<file path="src/rtl/cronometro_contador.sv">
// rtl/cronometro_contador.sv - stopwatch core: 00..59 BCD seconds, start/stop/clear FSM, display scan selects (optional lap freeze under LAP_EN)
module cronometro_contador #(
    parameter int TICK_DIV = 50_000_000,
    parameter int SCAN_DIV = 50_000,
    parameter int MAX_TENS = 5
) (
    input  logic clk,
    input  logic rst_n,
    input  logic start_stop,
    input  logic clr,
    input  logic lap,
    output logic q10,
    output logic q11,
    output logic q12,
    output logic q13,
    output logic q21,
    output logic q22,
    output logic q23,
    output logic q24,
    output logic c1,
    output logic c2,
    output logic ovf,
    output logic running
);

    localparam int PW = (TICK_DIV > 1) ? $clog2(TICK_DIV) : 1;
    localparam int SW = (SCAN_DIV > 1) ? $clog2(SCAN_DIV) : 1;
    localparam logic [PW-1:0] PRE_LAST  = PW'(TICK_DIV - 1);
    localparam logic [SW-1:0] SCAN_LAST = SW'(SCAN_DIV - 1);
    localparam logic [3:0]    TENS_LAST = 4'(MAX_TENS);

    typedef enum logic [1:0] {
        IDLE  = 2'd0,
        RUN   = 2'd1,
        PAUSE = 2'd2
    } state_t;

    state_t state_q;
    state_t state_d;

    logic [2:0]    ss_sync;
    logic [2:0]    clr_sync;
    logic          ss_edge;
    logic          clr_edge;
    logic [PW-1:0] presc;
    logic [3:0]    units;
    logic [3:0]    tens;
    logic [SW-1:0] scan_cnt;
    logic [3:0]    disp_units;
    logic [3:0]    disp_tens;

    // Two-stage synchronizers plus one history bit for rising-edge detection
    always_ff @(posedge clk or negedge rst_n) begin
        if (!rst_n) begin
            ss_sync  <= '0;
            clr_sync <= '0;
        end else begin
            ss_sync  <= {ss_sync[1:0], start_stop};
            clr_sync <= {clr_sync[1:0], clr};
        end
    end

    assign ss_edge  = ss_sync[1] & ~ss_sync[2];
    assign clr_edge = clr_sync[1] & ~clr_sync[2];

    // FSM state register; running is registered alongside the state
    always_ff @(posedge clk or negedge rst_n) begin
        if (!rst_n) begin
            state_q <= IDLE;
            running <= 1'b0;
        end else begin
            state_q <= state_d;
            running <= (state_d == RUN);
        end
    end

    // Next-state logic; clear wins over start/stop in the same cycle
    always_comb begin
        state_d = state_q;
        if (clr_edge) begin
            state_d = IDLE;
        end else if (ss_edge) begin
            case (state_q)
                IDLE:    state_d = RUN;
                RUN:     state_d = PAUSE;
                PAUSE:   state_d = RUN;
                default: state_d = IDLE;
            endcase
        end
    end

    // Prescaler and BCD seconds; prescaler only moves in RUN, so PAUSE keeps the remainder
    always_ff @(posedge clk or negedge rst_n) begin
        if (!rst_n) begin
            presc <= '0;
            units <= 4'd0;
            tens  <= 4'd0;
            ovf   <= 1'b0;
        end else if (clr_edge) begin
            presc <= '0;
            units <= 4'd0;
            tens  <= 4'd0;
            ovf   <= 1'b0;
        end else begin
            ovf <= 1'b0;
            if (state_q == RUN) begin
                if (presc == PRE_LAST) begin
                    presc <= '0;
                    if (units == 4'd9) begin
                        units <= 4'd0;
                        if (tens >= TENS_LAST) begin
                            tens <= 4'd0;
                            ovf  <= 1'b1;
                        end else begin
                            tens <= tens + 4'd1;
                        end
                    end else begin
                        units <= units + 4'd1;
                    end
                end else begin
                    presc <= presc + PW'(1);
                end
            end
        end
    end

    // Display scan: enable rises once after reset, digit select free-runs regardless of clr
    always_ff @(posedge clk or negedge rst_n) begin
        if (!rst_n) begin
            c1       <= 1'b0;
            c2       <= 1'b0;
            scan_cnt <= '0;
        end else begin
            c1 <= 1'b1;
            if (scan_cnt == SCAN_LAST) begin
                scan_cnt <= '0;
                c2       <= ~c2;
            end else begin
                scan_cnt <= scan_cnt + SW'(1);
            end
        end
    end

`ifdef LAP_EN
    logic [2:0] lap_sync;
    logic       lap_edge;
    logic       freeze;
    logic [3:0] snap_units;
    logic [3:0] snap_tens;

    assign lap_edge = lap_sync[1] & ~lap_sync[2];

    // Lap freeze: toggled by lap edges in RUN, snapshot taken from the live count
    always_ff @(posedge clk or negedge rst_n) begin
        if (!rst_n) begin
            lap_sync   <= '0;
            freeze     <= 1'b0;
            snap_units <= 4'd0;
            snap_tens  <= 4'd0;
        end else begin
            lap_sync <= {lap_sync[1:0], lap};
            if (clr_edge) begin
                freeze <= 1'b0;
            end else if (lap_edge && (state_q == RUN)) begin
                freeze <= ~freeze;
                if (!freeze) begin
                    snap_units <= units;
                    snap_tens  <= tens;
                end
            end
        end
    end

    assign disp_units = freeze ? snap_units : units;
    assign disp_tens  = freeze ? snap_tens  : tens;
`else
    logic lap_unused;
    assign lap_unused = lap;
    assign disp_units = units;
    assign disp_tens  = tens;
`endif

    assign {q13, q12, q11, q10} = disp_units;
    assign {q24, q23, q22, q21} = disp_tens;

endmodule
</file>
<file path="config.mk">
export PLATFORM = sky130hd
export DESIGN_NAME = cronometro_contador
export DESIGN_NICKNAME = d
export VERILOG_FILES = /design/src/rtl/cronometro_contador.sv
export SDC_FILE = /design/constraint.sdc
export NUM_CORES = 1
export LEC_CHECK = 0
export CAP_MARGIN = 20
export CORE_MARGIN = 4
export CORE_UTILIZATION = 60
export CTS_BUF_LIST = sky130_fd_sc_hd__clkbuf_2
export DETAILED_ROUTE_END_ITERATION = 8
export PLACE_DENSITY = 0.82
export SYNTH_ARGS = -nofsm -noshare
export SYNTH_HDL_FRONTEND = slang
export SYNTH_SLANG_ARGS = --single-unit
</file>
<file path="constraint.sdc">
create_clock -name clk -period 4.78 [get_ports clk]
set_clock_uncertainty 0.2 [all_clocks]
set_input_delay 0.717 -clock clk [delete_from_list [all_inputs] [get_ports clk]]
set_output_delay 0.717 -clock clk [all_outputs]
set_load 0.02 [all_outputs]
</file>
==> flow_metrics.py, run 1 <==
metrics = {
    "worst_setup_path": {
        "path_cells": "or4_4, or4_4, nor4_4, nand2_1, mux2i_1",
        "crit_arrival_ps": 3050,
        "cp_common_cell": "or4_4",
        "crit_slowest_cell": "or4_4",
        "cpPeakStageDelay_ps": 570,
        "critical_path_buf_inv_count": 0,
        "crit_family": "simple AND/OR/NAND/NOR gates",
        "path_class": "register to register",
        "crit_path_end_kind": "register",
        "startpoint_type": "register",
        "critical_path_required_ps": 5010,
        "path_max_fanout": 8,
    },
    "clock_tree": {
        "clkLatencyLatePin_ps": 500,
        "hold_buffers": 0,
        "clock_path_buffers": 2,
        "numCtsBuffers": 9,
        "cts_setup_buffers": 0,
        "cts.sinks": 62,
        "clkTransAtPathRegs_ps": 180,
        "cts_tree": "built",
        "ctsResizeCount": 0,
        "htreeDepth": 3,
        "cts_root_buffer": "clkbuf_2",
    },
    "synth": {
        "synth.avg_cell_area_um2": 9.74,
        "syn_nets": 328,
        "async_flop_share": 1.00,
        "synthesis.area_mm2": 0.00308,
        "ys_ff_latch": 62,
        "synthCells": 316,
        "synth_cell_type_count": 42,
        "yosys_warnings": 0,
        "synth_edf_count": 0,
        "ys.flop_type": "dfrtp_1",
        "ys_seq_area_frac": 0.504,
    },
    "timing": {
        "hold_viol_final": 0,
        "setup_ws_ps": 1960,
        "tns_ps": 0,
        "tightest_slew_ps": 969,
        "timing.final.max_slew_violations": 0,
        "setup_violations": 0,
        "timing.hold.ws_ps": 145,
        "layout_min_cycle_time_ps": 2820,
        "slew_headroom": 0.349,
        "fin_crit_sh": 0.590,
        "rsz0062_at_grt": "no",
        "fmax_mhz": 354,
    },
    "pwr": {
        "p_clk_frac": 0.365,
        "power_density_mw_per_mm2": 290,
        "comb_power_share": 0.073,
        "total_power_mw": 0.992,
        "p_sw_mw": 0.258,
        "leakage_nw": 1.45,
        "pwr-share-seq": 0.562,
        "vdd.ir_drop.worst_uv": 218,
        "internal_power_mw": 0.735,
        "switching_share": 0.260,
    },
    "global_route": {
        "globalRouteTotalUtil": 0.218,
        "antenna_found_initial": 0,
        "gr-total-overflow": 0,
        "first_global_vias": 2327,
        "grt_pass1_wl_um": 10500,
        "grt_max_degree": 63,
    },
    "placement": {
        "gp_congestion": 0.846,
        "pre_cts_ws_ps": 2000,
        "hpwl_um": 4070,
        "dp_cells": 391,
        "io_buffers": 15,
        "post_dp_cell_area_mm2": 0.00329,
    },
    "route": {
        "via_per_inst": 5.72,
        "wl_um": 5910,
        "ant_nets": 0,
        "dr_total_vias": 2322,
        "first_pass_iters": 4,
        "drt_iter0_markers": 264,
        "wl_per_cell_um": 14.6,
        "drc": 0,
    },
    "floorplanning": {
        "die_y_um": 79.6,
        "fp-row-count": 25,
        "dieWidth_um": 79.6,
        "core_area_mm2": 0.00485,
        "start_util": 0.635,
        "die-area_mm2": 0.00634,
        "io_pins": 17,
    },
    "outcome": {
        "outcome": "finished clean",
    },
    "layout": {
        "drive_gt1_frac": 0.0708,
        "n_antenna_cell": 0,
        "final_core_util": 0.706,
        "fillers": 375,
        "design_area_mm2": 0.00342,
        "fin_nets": 347,
        "stdcell_count": 406,
        "area_delta_synth_final_pct": 11.3,
    },
    "min_path": {
        "hold_path.class": "input port to asynchronous set/reset pin",
    },
    "job": {
        "maxCapViolations": 0,
    },
}
==> layout by cell type, fill, tap and decap left out, types with 2 or more instances in the layout <==
cell / n
dfrtp_1: 62
nor2_1: 43
nand2_1: 34
nand3_1: 27
xnor2_1: 20
xor2_1: 14
clkdlybuf4s50_1: 14
nand4_1: 13
nor3_1: 12
clkbuf_2: 9
inv_1: 7
a21oi_1: 7
ha_1: 7
and4_1: 6
mux2i_1: 6
o21ai_0: 5
nor4_1: 5
nor2b_1: 4
nand3b_1: 4
and3_1: 3
buf_4: 3
or3_1: 2
or4_4: 2
nand2b_1: 2
nor4b_1: 2
o31ai_1: 2
clkinvlp_4: 2
bufinv_16: 2
==> power by group through the flow <==
stage / clock network (mW) / registers [mW] / logic (mW)
after global routing: 0.395 / 0.560 / 0.0807
after detailed placement: 0 / 0.567 / 0.0738
after global placement: 0 / 0.566 / 0.0690
final: 0.362 / 0.558 / 0.0724
after floorplan: 0 / 0.567 / 0.0409
after CTS: 0.369 / 0.557 / 0.0738
==> routing by layer <==
metal | track usage | share of wire | up-vias
met5 | 0 | 0 | -
li1 | - | - | 1142
met1 | 0.269 | 0.46 | 1099
met2 | 0.340 | 0.46 | 62
met4 | 0.137 | 0.030 | 0
met3 | 0.0553 | 0.047 | 19
==> worst paths after layout <==
| check | start | end | slack (ps) | depth (start not counted) |
|---|---|---|---|---|
| worst min register to register | ss_sync[0] | ss_sync[1] | 170 | 0 |
| worst max register to register | presc[16] | disp_tens[3] | 1960 | 5 |
| worst max-delay path | presc[16] | disp_tens[3] | 1960 | 5 |
| max in group asynchronous | rst_n | presc[13] | 3740 | 2 |
| worst min-delay path | rst_n | presc[6] | 150 | 2 |
| min in group clk | ss_sync[0] | ss_sync[1] | 170 | 0 |
==> flip-flops by register name, indices dropped and copies added (netlist names) <==
| signal | flops |
|---|---|
| state_q | 2 |
| ovf | 1 |
| disp_tens | 4 |
| c2 | 1 |
| ss_sync | 3 |
| running | 1 |
| scan_cnt | 16 |
| disp_units | 4 |
| presc | 26 |
| clr_sync | 3 |
| c1 | 1 |
==> final cells by class <==
cell class	count	area, um2	share of cell area
clock buffer	9	45.0	0.0132
tap	67	83.8	0.0245
inverter	7	26.3	0.00768
multi-input combinational	237	1460	0.427
clock inverter	6	87.6	0.0256
sequential	62	1550	0.453
timing repair buffer	18	168	0.0490
==> synth_stat cells (6+ instances only) <==
master	n	area share
clkbuf_1	9	0.011
xor2_1	14	0.040
xnor2_1	20	0.057
and4_1	6	0.017
nand3_1	27	0.044
mux2i_1	6	0.020
nor2_1	43	0.052
nand4_1	13	0.026
dfrtp_1	62	0.50
ha_1	7	0.028
nand2_1	34	0.041
a21oi_1	7	0.011
inv_1	7	0.0085
nor3_1	12	0.020
==> logic make-up after synthesis <==
| family | Yosys count | synth area share |
|---|---|---|
| mux | 6 | 0.0195 |
| buf+inv | 17 | 0.0207 |
| xor+xnor | 34 | 0.0968 |
| other cells | 1 | 0.00122 |
| simple gates | 167 | 0.283 |
| compound gates | 22 | 0.0455 |
| fa+ha+maj | 7 | 0.0285 |
| flops | 62 | 0.504 |
Power figures use the tool's default switching activity.
==> run 2, diff against run 1 <==
Clock period 4.78 ns to 2.8 ns, I/O delays scaled along.
==> flow_metrics.py, run 2 (synthesized netlist as in run 1, its figures left out) <==
metrics = {
    "layout": {
        "area_delta_synth_final_pct": 13.5,
        "final_core_util": 0.720,
        "fin_nets": 355,
        "layout_common_cells": "dfrtp_1 (62), nor2_1 (43), nand2_1 (34)",
        "largest_reg_flops": 26,
        "largest_register": "presc",
        "reg.largest.list": "presc (26), scan_cnt (16)",
        "n_antenna_cell": 0,
        "stdcell_count": 414,
        "drive_gt1_frac": 0.0922,
        "fillers": 350,
        "final_common_cell": "dfrtp_1",
    },
    "placement": {
        "gp_congestion": 0.826,
        "dp_cells": 396,
        "hpwl_um": 4340,
        "io_buffers": 15,
    },
    "clock_tree": {
        "clkLatencyLatePin_ps": 510,
        "numCtsBuffers": 9,
        "clock_path_buffers": 2,
        "htreeDepth": 3,
        "cts_tree": "built",
        "clkTransAtPathRegs_ps": 180,
        "cts_root_buffer": "clkbuf_2",
        "cts.sinks": 62,
    },
    "timing": {
        "slew_headroom": 0.589,
        "tns_ps": 0,
        "tightest_slew_ps": 616,
        "rsz0062_at_grt": "no",
        "fmax_mhz": 387,
        "fin_crit_sh": 0.923,
        "setup_violations": 0,
        "timing.final.max_slew_violations": 0,
        "hold_viol_final": 0,
        "timing.hold.ws_ps": 139,
        "layout_min_cycle_time_ps": 2580,
    },
    "global_route": {
        "use_met2": 0.366,
        "gr-total-overflow": 0,
        "antenna_found_initial": 0,
        "globalRouteTotalUtil": 0.229,
        "global_route.usage.met3": 0.0429,
        "grt_pass1_wl_um": 11100,
        "use_met1": 0.289,
        "grt_max_degree": 38,
        "first_global_vias": 2407,
        "busiest_layer": "met2",
    },
    "pwr": {
        "vdd.ir_drop.worst_uv": 382,
        "total_power_mw": 1.70,
        "power_density_mw_per_mm2": 486,
        "leakage_nw": 1.51,
    },
    "route": {
        "drc": 0,
        "first_pass_iters": 4,
        "wl_um": 6310,
        "dr_total_vias": 2375,
        "ant_nets": 0,
        "drt_iter0_markers": 287,
        "wl_per_cell_um": 15.2,
        "via_per_inst": 5.74,
    },
    "min_path": {
        "worstHoldStart": "start_stop",
        "holdPathStages": 1,
        "holdPathEnd": "ss_sync[0]",
        "hold_path.class": "input port to register",
    },
    "worst_setup_path": {
        "r2r_start": "presc[10]",
        "r2r_setup_slack_ps": 220,
        "crit_arrival_ps": 2800,
        "startpoint_type": "register",
        "crit_path_end_kind": "register",
        "worstRegToRegCells": 6,
        "path_max_fanout": 6,
        "path_class": "register to register",
        "r2r_end": "disp_units[3]",
        "cp-startpoint": "presc[10]",
        "critical_path_required_ps": 3020,
    },
    "floorplanning": {
        "start_util": 0.635,
        "dieWidth_um": 79.6,
        "die-area_mm2": 0.00634,
        "io_pins": 17,
        "core_area_mm2": 0.00485,
        "fp-row-count": 25,
        "die_y_um": 79.6,
    },
    "outcome": {
        "outcome": "finished clean",
    },
    "job": {
        "maxCapViolations": 0,
    },
}
[run 2: area by class of cell]
class,instances,area [um2],share of cell area
clock buffer,10,50.0,0.0143
clock inverter,5,75.1,0.0215
multi-input combinational,237,1460,0.419
inverter,7,26.3,0.00753
sequential,62,1550,0.444
timing repair buffer,26,243,0.0695
tap,67,83.8,0.0240
[run 2: critical path, cell delays in order, from the launching register on]
cell and delay [ps]:
dfrtp_1 460, or4_4 540, or4_4 500, nor4_4 210
buf_4 180, a41oi_1 120, a311oi_1 300
[run 2: timing repair]
| item | 4_1_cts | 5_1_grt |
|---|---|---|
| gates resized for setup | 0 | 0 |
| hold buffers | 1 | 0 |
| setup endpoints to repair | 0 | 2 |
| hold endpoints to repair | 25 | 0 |
| buffers inserted | 0 | 2 |
[run 2: how the worst max path moves through the flow]
stage	to	slack, ps
6_report	disp_units[3]	220
5_1_grt	disp_units[3]	110
4_1_cts	disp_units[3]	30
3_5_place_dp	disp_units[3]	30
3_3_place_gp	disp_units[1]	170
2_1_floorplan	disp_units[3]	260
[run 2: where the power goes]
group / total, mW / switching, mW / internal [mW]
combinational: 0.130 / 0.0832 / 0.0467
clock: 0.612 / 0.322 / 0.291
sequential: 0.953 / 0.0280 / 0.925
[run 2: layer usage]
metal	vias to the layer above	wire length, um
met5	-	0
met4	0	137
met3	14	254
met2	56	3050
met1	1147	2870
li1	1158	-
[run 2: through the flow]
step	setup slack, ps	instance area [um2]
after floorplan	263	3080
after global placement	171	3340
after detailed placement	32.3	3340
after CTS	28.9	3480
after global routing	113	3490
final	216	3490
